==> src/rtl/multicycle_controller.sv <==
// Multi-cycle control unit for the 16-bit register-window datapath.
// Classifies the instruction once in DECODE and drives selects/enables from that class until FETCH.
module multicycle_controller #(
  parameter int CNT_W       = 16,
  parameter int MEM_TIMEOUT = 255
) (
  input  logic             clk,
  input  logic             rst,
  input  logic [3:0]       opcode,
  input  logic [7:0]       funcType,
  input  logic             zero,
  input  logic             mem_ready,
  output logic             irwr,
  output logic             pcwr,
  output logic             selimm,
  output logic             selALU,
  output logic             selmem,
  output logic             selbr,
  output logic             seljump,
  output logic             wEn,
  output logic             memwEn,
  output logic             ldwnd,
  output logic [2:0]       func,
  output logic             halted,
  output logic             illegal,
  output logic [CNT_W-1:0] retired
);
  typedef enum logic [2:0] {S_FETCH, S_DECODE, S_EXEC, S_MEMRD, S_MEMWR, S_WB, S_HALT} state_t;
  typedef enum logic [3:0] {C_ALU, C_IMM, C_MOVE, C_JUMP, C_BRZ, C_WND, C_NOP, C_ILL,
                            C_LOAD, C_STORE, C_HALT} cls_t;
  localparam int TW = $clog2(MEM_TIMEOUT + 1);

  state_t        state, state_n;
  cls_t          cls_q, cls_d;
  logic [2:0]    op_q, op_d;
  logic [TW-1:0] wcnt;
  logic          ill_set, timeout, act;

  // Instruction classification; only consumed in DECODE.
  always_comb begin
    cls_d = C_ILL;
    op_d  = 3'b000;
    case (opcode)
      4'h0: cls_d = C_LOAD;
      4'h1: cls_d = C_STORE;
      4'h2: cls_d = C_JUMP;
      4'h3: cls_d = C_HALT;
      4'h4: begin cls_d = C_BRZ; op_d = 3'b010; end
      4'h9: cls_d = C_WND;
      4'hC, 4'hD, 4'hE, 4'hF: begin
        cls_d = C_IMM;
        op_d  = {1'b0, opcode[1:0]} + 3'd1;
      end
      4'h8: begin
        case (funcType)
          8'h01, 8'h02: cls_d = C_MOVE;
          8'h04: begin cls_d = C_ALU; op_d = 3'b001; end
          8'h08: begin cls_d = C_ALU; op_d = 3'b010; end
          8'h10: begin cls_d = C_ALU; op_d = 3'b011; end
          8'h20: begin cls_d = C_ALU; op_d = 3'b100; end
          8'h40: begin cls_d = C_ALU; op_d = 3'b101; end
          8'h80: cls_d = C_NOP;
          default: cls_d = C_ILL;
        endcase
      end
      default: cls_d = C_ILL;
    endcase
  end

  assign timeout = (wcnt == TW'(MEM_TIMEOUT - 1)) && !mem_ready;
  assign act     = (state == S_EXEC) || (state == S_MEMRD) || (state == S_MEMWR) || (state == S_WB);

  always_comb begin
    state_n = state;
    irwr    = 1'b0;
    pcwr    = 1'b0;
    wEn     = 1'b0;
    memwEn  = 1'b0;
    halted  = 1'b0;
    ill_set = 1'b0;
    func    = 3'b000;
    selimm  = 1'b0;
    selALU  = 1'b0;
    selmem  = 1'b0;
    selbr   = 1'b0;
    seljump = 1'b0;
    ldwnd   = 1'b0;
    // Selects come from the latched class so they hold from EXEC through WB.
    if (act) begin
      func    = op_q;
      selimm  = (cls_q == C_IMM);
      selALU  = (cls_q == C_IMM) || (cls_q == C_ALU);
      selmem  = (cls_q == C_LOAD);
      seljump = (cls_q == C_JUMP);
      selbr   = (cls_q == C_BRZ) && zero;
      ldwnd   = (cls_q == C_WND);
    end
    case (state)
      S_FETCH: begin
        irwr    = rst;  // reset state is FETCH, but no IR load while held in reset
        state_n = S_DECODE;
      end
      S_DECODE: begin
        case (cls_d)
          C_LOAD:  state_n = S_MEMRD;
          C_STORE: state_n = S_MEMWR;
          C_HALT:  state_n = S_HALT;
          default: state_n = S_EXEC;
        endcase
      end
      S_EXEC: begin
        if ((cls_q == C_IMM) || (cls_q == C_ALU) || (cls_q == C_MOVE)) begin
          state_n = S_WB;
        end else begin
          pcwr    = 1'b1;
          ill_set = (cls_q == C_ILL);
          state_n = S_FETCH;
        end
      end
      S_MEMRD: begin
        if (mem_ready) begin
          state_n = S_WB;
        end else if (timeout) begin
          pcwr    = 1'b1;
          ill_set = 1'b1;
          state_n = S_FETCH;
        end
      end
      S_MEMWR: begin
        memwEn = 1'b1;
        if (mem_ready || timeout) begin
          pcwr    = 1'b1;
          ill_set = timeout;
          state_n = S_FETCH;
        end
      end
      S_WB: begin
        wEn     = 1'b1;
        pcwr    = 1'b1;
        state_n = S_FETCH;
      end
      S_HALT: halted = 1'b1;
      default: state_n = S_FETCH;
    endcase
  end

  always_ff @(posedge clk or negedge rst) begin
    if (!rst) begin
      state   <= S_FETCH;
      cls_q   <= C_NOP;
      op_q    <= 3'b000;
      wcnt    <= '0;
      illegal <= 1'b0;
      retired <= '0;
    end else begin
      state <= state_n;
      if (state == S_DECODE) begin
        cls_q <= cls_d;
        op_q  <= op_d;
        wcnt  <= '0;
      end else if ((state == S_MEMRD) || (state == S_MEMWR)) begin
        wcnt <= wcnt + 1'b1;
      end
      if (ill_set) illegal <= 1'b1;
      if (pcwr)    retired <= retired + 1'b1;
    end
  end
endmodule

==> config.mk <==
export PLATFORM = sky130hd
export DESIGN_NAME = multicycle_controller
export DESIGN_NICKNAME = d
export VERILOG_FILES = /design/src/rtl/multicycle_controller.sv
export SDC_FILE = /design/constraint.sdc
export NUM_CORES = 1
export LEC_CHECK = 0
export BUFFER_PORTS_ARGS = -buffer_cell sky130_fd_sc_hd__buf_4
export CAP_MARGIN = 5
export CORE_MARGIN = 1
export CORE_UTILIZATION = 40
export DETAILED_ROUTE_END_ITERATION = 16
export GPL_ROUTABILITY_DRIVEN = 0
export PLACE_DENSITY = 0.72
export SYNTH_ARGS = -nofsm -noshare
export SYNTH_HDL_FRONTEND = slang
export SYNTH_SLANG_ARGS = --single-unit
==> constraint.sdc <==
create_clock -name clk -period 2.5 [get_ports clk]
set_input_delay 0.125 -clock clk [delete_from_list [all_inputs] [get_ports clk]]
set_output_delay 0.125 -clock clk [all_outputs]
set_load 0.02 [all_outputs]
==> impl_metrics.toml, run 1 <==
[place]
preCtsSetupSlack_ns = 0.530
dp_hpwl_um = 4070
portBuffers = 46
dpl_cell_area_um2 = 2780

[critical_path]
cpLargestDelayFamily = "compound AO/OA/AOI/OAI gates"
cp_cell_sequence = "inv_1 -> ha_1 -> nand3_1 -> o21ai_1 -> a221oi_1 -> inv_1 -> buf_4"
crit_required_ns = 2.38
critPathBufInv = 3
end_kind = "primary output"
reg2reg_from = "state[2]$_DFFE_PN0P_"
reg2reg_slack_ns = 0.50
cp.depth = 7
path_class = "reg2out"
slowest_stage = "a221oi_1"
reg2reg_depth = 5
worst_path_largest_cell_delay_ns = 0.51
path_max_fanout = 8
rr_endpoint = "wcnt[7]$_DFFE_PN0P_"
startpoint_type = "flop"
cp_data_arrival_time_ns = 2.01
crit_top_cell = "inv_1"

[min_path]
whs_path_depth = 3
hold_class = "in2reg"
min_delay_worst_endpoint = "state[2]$_DFFE_PN0P_"
worstHoldStart = "mem_ready"

[cts]
clk_transition_reported_paths_ns = 0.07
htree_levels = 2
insertion_delay_ns = 0.28
cts.sinks = 35
cts_made_buffers = 5
cts_tree = "built"
ctsResizeCount = 0
root_buffer = "clkbuf_8"
clockBufferDepth = 2

[final_layout]
num-fill-cells = 515
fin_util = 0.509
area_delta_synth_final_pct = 19.3
antenna_cells = 0
num-nets-final = 335
final_cell_area_um2 = 2870
drive_gt1_frac = 0.220

[pwr]
sw_frac_of_total = 0.437
p_comb_frac = 0.454
powerDensity_nw_per_um2 = 857
irDropWorstVdd_v = 0.000314
p_leak_nw = 1.29
clkPwrFrac = 0.153
power.switching_mw = 1.08
p_int_mw = 1.39
seq_power_share = 0.392

[sta]
setup_viol = 0
rsz0062_at_grt = "no"
slew-limit-headroom = 0.571
worstMarginPinSlew_ns = 0.636
hold_viol = 0
tns_ns = 0
fin_crit_ns = 2.13
fin_skew_ns = 0.00942
period_share = 0.854
fmax_mhz = 468
layout_setup_ws_ns = 0.365
slew_violations = 0

[synthesis]
synth_top_area_share = 0.343
syn-instance-count = 270
synth_largest_area_cell = "dfrtp_1"
synth_edf_count = 0
synth_cell_type_count = 58
yosys_register_bits = 35
synth_area_um2 = 2410
yosys_warnings = 0
avgSynthCellArea_um2 = 8.92
syn-num-nets = 293
synthTopCellsByArea = "dfrtp_1 34%, xor2_1 5.8%, o21ai_0 3.9%, ha_1 3.6%, a21oi_1 3.5%"
async_flop_share = 1.00
ys_seq_area_frac = 0.365
synth-main-ff-cell = "dfrtp_1"

[global_routing]
antenna_found_initial = 0
grt-ovfl-total = 0
grt_pass1_wl_um = 9000
grtUsageTotal = 0.180
grt_max_degree = 37
grt_pass1_vias = 1953

[drt]
dr.pass1.iters = 6
num_vias = 2170
drc = 0
avgViaCountPerCell = 5.64
wl_um = 5460
final_antenna_net_count = 0
wl_per_cell_um = 14.2
drtIter0Drc = 107

[floorplanning]
core-area_um2 = 5640
row_count = 27
io_pins = 47
dieArea_um2 = 6340
die_w_um = 79.6
start_util = 0.427
die_y_um = 79.6

[outcome]
outcome = "complete, no violations"

[flow_run]
cap_violations = 0
layer usage:
| layer | track usage | routed length [um] | vias to the layer above |
|---|---|---|---|
| met3 | 0.0366 | 254 | 2 |
| met1 | 0.231 | 2440 | 1034 |
| li1 | - | - | 1070 |
| met2 | 0.303 | 2740 | 64 |
| met5 | 0 | 0 | - |
| met4 | 0.0527 | 34 | 0 |
stage by stage:
step | power, mW | hold slack [ns] | instances
finish | 2.46 | 0.135 | 385
floorplan | 1.72 | -0.171 | 270
detailed placement | 2.09 | 0.114 | 376
CTS | 2.49 | 0.130 | 385
global route | 2.66 | 0.178 | 385
global placement | 2.07 | 0.106 | 376
sequential cells by signal, summed over array words and instances (netlist names):
name / cells
retired: 16
op_q: 3
cls_q: 4
state: 3
illegal: 1
wcnt: 8
layout make-up:
cell class / count / area, um^2 / share of cell area
clock buffer: 8 / 80.1 / 0.0279
timing repair buffer: 49 / 370 / 0.129
inverter: 13 / 48.8 / 0.0170
tap: 72 / 90.1 / 0.0313
multi-input combinational: 208 / 1410 / 0.489
sequential: 35 / 878 / 0.306
power by group through the flow:
stage	clock network [mW]	logic [mW]	registers, mW
6_report	0.378	1.12	0.966
5_1_grt	0.421	1.23	1.00
4_1_cts	0.396	1.13	0.961
3_5_place_dp	0	1.12	0.969
3_3_place_gp	0	1.11	0.963
2_1_floorplan	0	0.796	0.922
worst max-delay path by stage:
| stage | from | endpoint | slack, ns |
|---|---|---|---|
| finish | wcnt[0]$_DFFE_PN0P_ | pcwr | 0.37 |
| global route | wcnt[0]$_DFFE_PN0P_ | pcwr | 0.12 |
| global placement | state[2]$_DFFE_PN0P_ | wcnt[7]$_DFFE_PN0P_ | 0.58 |
| floorplan | state[1]$_DFFE_PN0P_ | wcnt[7]$_DFFE_PN0P_ | 0.63 |
| detailed placement | state[2]$_DFFE_PN0P_ | wcnt[7]$_DFFE_PN0P_ | 0.53 |
| CTS | wcnt[0]$_DFFE_PN0P_ | pcwr | 0.34 |
cells in the final DEF, fill, tap and decap left out, drive strengths merged, types with 7 or more instances in the layout:
cell type  count
clkbuf         8
nor3          10
inv           13
a211oi         7
dfrtp         33
ha             7
o21ai         20
nand3          9
buf           48
a21oi         18
nor2          18
xor2          16
nand2         20
synthesized netlist by cell type (6+ instances only):
master and count:
nand3_1 9, inv_1 13, o21ai_0 19, ha_1 7, nor2b_1 6, nor3_1 10, xnor2_1 6, nand2_1 20
xor2_1 16, nor2_1 18, a21oi_1 17, dfrtp_1 33, clkbuf_1 8
logic make-up (layout without fill, tap and decap cells):
logic type	count (synthesis)	count (layout)	share of synthesized area
xor gates and xnor gates	22	22	0.0800
adders and majority gates	7	7	0.0364
AOI/OAI and AO/OA	81	81	0.230
and+or+nand+nor	97	97	0.233
DFF	35	35	0.365
muxes	1	1	0.00467
buffers and inverters	27	70	0.0514
worst register-to-register path, stage by stage (launching register included):
cell and delay (ns):
dfrtp_1 0.63, nor3b_2 0.35, or2_1 0.28, nand3_1 0.16, o311ai_0 0.32, o41ai_1 0.13
repair_timing:
item / in CTS / in global routing
hold endpoints to repair: 33 / 0
setup buffers: 0 / 0
hold buffers: 1 / 0
Power figures use the tool's default switching activity.
==> inputs of run 2 (changes only) <==
REMOVE_ABC_BUFFERS = 1   (was not set)
==> impl_metrics.toml, run 2 (synthesized netlist as in run 1, its figures left out) <==
[final_layout]
area_delta_synth_final_pct = 20.6
layout.cells.non_filler = 384
largestRegisters = "retired x16, wcnt x8, cls_q x4"
drive_gt1_frac = 0.228
antenna_cells = 0
final_common_cell = "buf_4"
fin_util = 0.515
final_cell_mix = "47 x buf_4, 33 x dfrtp_1, 20 x nand2_1, 19 x o21ai_0, 18 x nor2_1"
largest_reg_flops = 16
largest_register = "retired"
num-nets-final = 334

[critical_path]
slowest_stage = "a221oi_1"
crit_top_cell = "inv_1"
end_kind = "primary output"
cp_cell_sequence = "inv_1 -> ha_1 -> nand3_1 -> o21ai_1 -> a221oi_1 -> inv_1 -> buf_4"
path_class = "reg2out"
cp_data_arrival_time_ns = 2.06
path_max_fanout = 8
startpoint_type = "flop"
crit_required_ns = 2.38
worst_path_largest_cell_delay_ns = 0.51

[place]
dp_hpwl_um = 4180
preCtsSetupSlack_ns = 0.522
placed_cells = 375
portBuffers = 46

[sta]
tns_ns = 0
hold_viol = 0
rsz0062_at_grt = "no"
slew-limit-headroom = 0.552
fin_crit_ns = 2.19
worstMarginPinSlew_ns = 0.664
layout_setup_ws_ns = 0.311
fmax_mhz = 457
period_share = 0.876
slew_violations = 0
fin_skew_ns = 0.00768
setup_viol = 0

[drt]
num_vias = 2182
dr_wl_met2_um = 2730
wirelength_met1_um = 2520
drc = 0
wl_per_cell_um = 14.4
dr.pass1.iters = 4
avgViaCountPerCell = 5.68
drtIter0Drc = 103
final_antenna_net_count = 0
topRoutingLayerUsed = "met4"
routed-wl-met3_um = 234
wl_um = 5540

[global_routing]
grtUsageTotal = 0.187
grt-ovfl-total = 0
grt_pass1_vias = 1986
grt_max_degree = 36
grt_pass1_wl_um = 9250
antenna_found_initial = 0

[pwr]
powerDensity_nw_per_um2 = 886
p_leak_nw = 1.30
power_mw = 2.57
irDropWorstVdd_v = 0.000325

[floorplanning]
die_w_um = 79.6
dieArea_um2 = 6340
core-area_um2 = 5640
start_util = 0.427
row_count = 27
die_y_um = 79.6
io_pins = 47

[cts]
ctsResizeCount = 0
cts_tree = "built"
clockBufferDepth = 2
root_buffer = "clkbuf_8"
cts.sinks = 35
clk_transition_reported_paths_ns = 0.07
insertion_delay_ns = 0.29
cts_made_buffers = 5
htree_levels = 2

[outcome]
outcome = "complete, no violations"

[flow_run]
cap_violations = 0

[min_path]
hold_class = "in2reg"
run 2: per-layer routing:
| metal | global-route usage | vias to the layer above |
|---|---|---|
| li1 | - | 1073 |
| met1 | 0.238 | 1042 |
| met2 | 0.309 | 61 |
| met3 | 0.0377 | 6 |
| met4 | 0.0727 | 0 |
| met5 | 0 | - |
run 2: metrics by stage:
| step | hold slack (ns) | instance area, um^2 |
|---|---|---|
| after global placement | 0.215 | 2780 |
| after global routing | 0.147 | 2900 |
| after CTS | 0.126 | 2900 |
| after detailed placement | 0.214 | 2780 |
| after floorplan | -0.171 | 2330 |
| final | 0.137 | 2900 |
run 2: power by group:
| part | leakage [nW] | switching [mW] | total (mW) | internal [mW] |
|---|---|---|---|---|
| combinational | 0.798 | 0.628 | 1.08 | 0.450 |
| sequential | 0.446 | 0.255 | 0.972 | 0.716 |
| clock | 0.0612 | 0.201 | 0.524 | 0.322 |
run 2: timing repair:
action / CTS / global route
endpoints found under the setup margin: 0 / 0
hold buffers: 1 / 0
buffers inserted: 0 / 0
hold endpoints to repair: 33 / 0
run 2: final cells by class:
type | instances | area, um^2
clock buffers | 6 | 82.6
clock inverters | 2 | 35.0
inverters | 13 | 48.8
multi-input cells | 208 | 1410
repair buffers | 48 | 363
fillers | 535 | 2740
well taps | 72 | 90.1
flip-flops and latches | 35 | 878
run 2: worst paths after layout:
kind / startpoint / end / slack (ns) / depth (start not counted)
max: wcnt[0]$_DFFE_PN0P_ / pcwr / 0.31 / 7
min: mem_ready / state[2]$_DFFE_PN0P_ / 0.14 / 3
max reg2reg: state[2]$_DFFE_PN0P_ / wcnt[7]$_DFFE_PN0P_ / 0.50 / 5
min reg2reg: retired[15]$_DFFE_PN0P_ / retired[15]$_DFFE_PN0P_ / 0.47 / 1
max in group asynchronous: rst / cls_q[1]$_DFFE_PN1P_ / 1.71 / 3
min in group asynchronous: rst / retired[12]$_DFFE_PN0P_ / 0.44 / 3
run 2: worst max-delay path: cells and delay by family, from the launching register on:
kind	cells	cell delay, ns
AOI/OAI and AO/OA	2	0.60
adders and majority gates	1	0.22
DFF	1	0.47
buffers and inverters	3	0.39
and+or+nand+nor	1	0.09
==> inputs of run 3 (changes only) <==
ABC_AREA = 1   (was not set)
CORE_UTILIZATION = 55   (was 40)
PLACE_DENSITY = 0.91   (was 0.72)
==> impl_metrics.toml, run 3 <==
[synthesis]
synth_most_common_cell = "nand2_1"
syn-instance-count = 321
synthTopCellsByArea = "dfrtp_1 34%, nand2_1 11%, inv_1 8.9%, nor2_1 4.7%, nand3_1 4.0%"
async_flop_share = 1.00
synth_common_cells = "68 x nand2_1, 57 x inv_1, 33 x dfrtp_1"
avgSynthCellArea_um2 = 7.49
synth-main-ff-cell = "dfrtp_1"
synth_area_um2 = 2400
synth_edf_count = 0
ys_seq_area_frac = 0.365
yosys_register_bits = 35
synth_cell_type_count = 41
yosys_warnings = 0
synth_largest_area_cell = "dfrtp_1"
synth_top_area_share = 0.344

[global_routing]
antenna_found_initial = 0
grtUsageTotal = 0.255
grt_max_degree = 37
grt_pass1_wl_um = 8800
grt_pass1_vias = 2089
grt-ovfl-total = 0

[sta]
fmax_mhz = 480
tns_ns = 0
layout_setup_ws_ns = 0.418
fin_skew_ns = 0.00916
period_share = 0.833
slew-limit-headroom = 0.646
rsz0062_at_grt = "no"
fin_crit_ns = 2.08
worstMarginPinSlew_ns = 0.526
setup_viol = 0
slew_violations = 0
hold_viol = 0

[critical_path]
worst_path_largest_cell_delay_ns = 0.47
crit_required_ns = 2.38
path_class = "reg2out"
cp_data_arrival_time_ns = 1.96
slowest_stage = "dfrtp_1"
cp_cell_sequence = "nor2_2 -> inv_2 -> nor2_2 -> inv_2 -> nand3b_2 -> nand2_1 -> inv_1 -> nand2_1 -> inv_1 -> nand2_1 -> inv_1 -> buf_4"
startpoint_type = "flop"
end_kind = "primary output"
path_max_fanout = 7

[place]
portBuffers = 46
placed_cells = 415
dpl_cell_area_um2 = 2800
dp_hpwl_um = 4200
preCtsSetupSlack_ns = 0.802

[min_path]
hold_class = "in2reg"

[drt]
avgViaCountPerCell = 5.39
drc = 0
dr.pass1.iters = 4
final_antenna_net_count = 0
num_vias = 2281
wl_um = 5520
drtIter0Drc = 161
wl_per_cell_um = 13.0

[final_layout]
layout.cells.non_filler = 423
fin_util = 0.708
largestRegisters = "retired x16, wcnt x8, cls_q x4"
seq_area_um2 = 878
drive_gt1_frac = 0.225
area_delta_synth_final_pct = 20.4
num-nets-final = 396
antenna_cells = 0
final_common_cell = "nand2_1"
largest_register = "retired"
final_cell_area_um2 = 2890
num-fill-cells = 331
largest_reg_flops = 16
final_cell_mix = "68 x nand2_1, 57 x inv_1, 46 x buf_4, 33 x dfrtp_1, 30 x nor2_1"
multi_input_area_um2 = 1280

[cts]
cts_made_buffers = 5
ctsResizeCount = 0
cts.sinks = 35
htree_levels = 2
cts_tree = "built"
insertion_delay_ns = 0.29
clockBufferDepth = 2
post_cts_buffers = 0
root_buffer = "clkbuf_8"
clk_transition_reported_paths_ns = 0.07
hold_buffers = 1

[flow_run]
cap_violations = 0

[floorplanning]
die_w_um = 68.1
row_count = 23
die_y_um = 68.1
core-area_um2 = 4090
start_util = 0.588
io_pins = 47
dieArea_um2 = 4640

[pwr]
powerDensity_nw_per_um2 = 852
p_leak_nw = 1.58
irDropWorstVdd_v = 0.000518

[outcome]
outcome = "complete, no violations"
-- run 3: cell count changes in the layout (fill, tap and decap cells not counted), sizes merged, moves of 4 or more --
cell,change
nand3,+13
a211oi,-7
nand4,+7
nor3b,-4
nor2b,-6
nor3,-4
nand2,+55
nand2b,-4
a21oi,-6
inv,+48
xor2,-5
nor2,+20
-- run 3: cells by family after synthesis --
family / synth area share
and+or+nand+nor: 0.326
DFF: 0.365
buffers and inverters: 0.102
adders and majority gates: 0.0364
xor gates and xnor gates: 0.0646
AOI/OAI and AO/OA: 0.105
-- run 3: final timing paths --
| kind | startpoint | end | slack (ns) | cells after the start |
|---|---|---|---|---|
| min in group asynchronous | rst | wcnt[3]$_DFFE_PN0P_ | 0.33 | 2 |
| worst min-delay path | mem_ready | state[2]$_DFFE_PN0P_ | 0.15 | 3 |
| worst max-delay path | state[1]$_DFFE_PN0P_ | selimm | 0.42 | 12 |
| worst min register to register | op_q[2]$_DFFE_PN0P_ | op_q[2]$_DFFE_PN0P_ | 0.49 | 2 |
| worst max register to register | state[1]$_DFFE_PN0P_ | state[0]$_DFFE_PN0P_ | 0.79 | 5 |
| max in group asynchronous | rst | cls_q[1]$_DFFE_PN1P_ | 1.81 | 2 |
-- run 3: worst max-delay path, delay by kind of cell (launching register included) --
family	cells	cell delay [ns]
simple gates	6	0.71
flops	1	0.47
buf+inv	6	0.48
-- run 3: metrics by stage --
| step | power (mW) | hold slack [ns] |
|---|---|---|
| after floorplan | 1.65 | -0.171 |
| after global placement | 1.99 | 0.0992 |
| after detailed placement | 2.04 | 0.105 |
| after CTS | 2.46 | 0.148 |
| after global routing | 2.63 | 0.158 |
| final | 2.46 | 0.151 |
-- run 3: area by class of cell --
type / instances / share of cell area
Multi-Input combinational cell: 223 / 0.442
Clock buffer: 6 / 0.0285
Inverter: 61 / 0.0792
Tap cell: 50 / 0.0216
Clock inverter: 1 / 0.00173
Timing Repair Buffer: 47 / 0.123
Sequential cell: 35 / 0.304
-- run 3: report_power, final --
part	total, mW	internal [mW]	switching (mW)
registers	0.880	0.724	0.156
logic	1.17	0.400	0.768
clock network	0.415	0.216	0.199
total	2.46	1.34	1.12
-- run 3: metal layers --
metal	track usage	vias up	wire (um)
met5	0	-	0
met3	0.0517	9	216
met1	0.304	1092	2300
met4	0.102	0	69
met2	0.444	50	2930
li1	-	1130	-
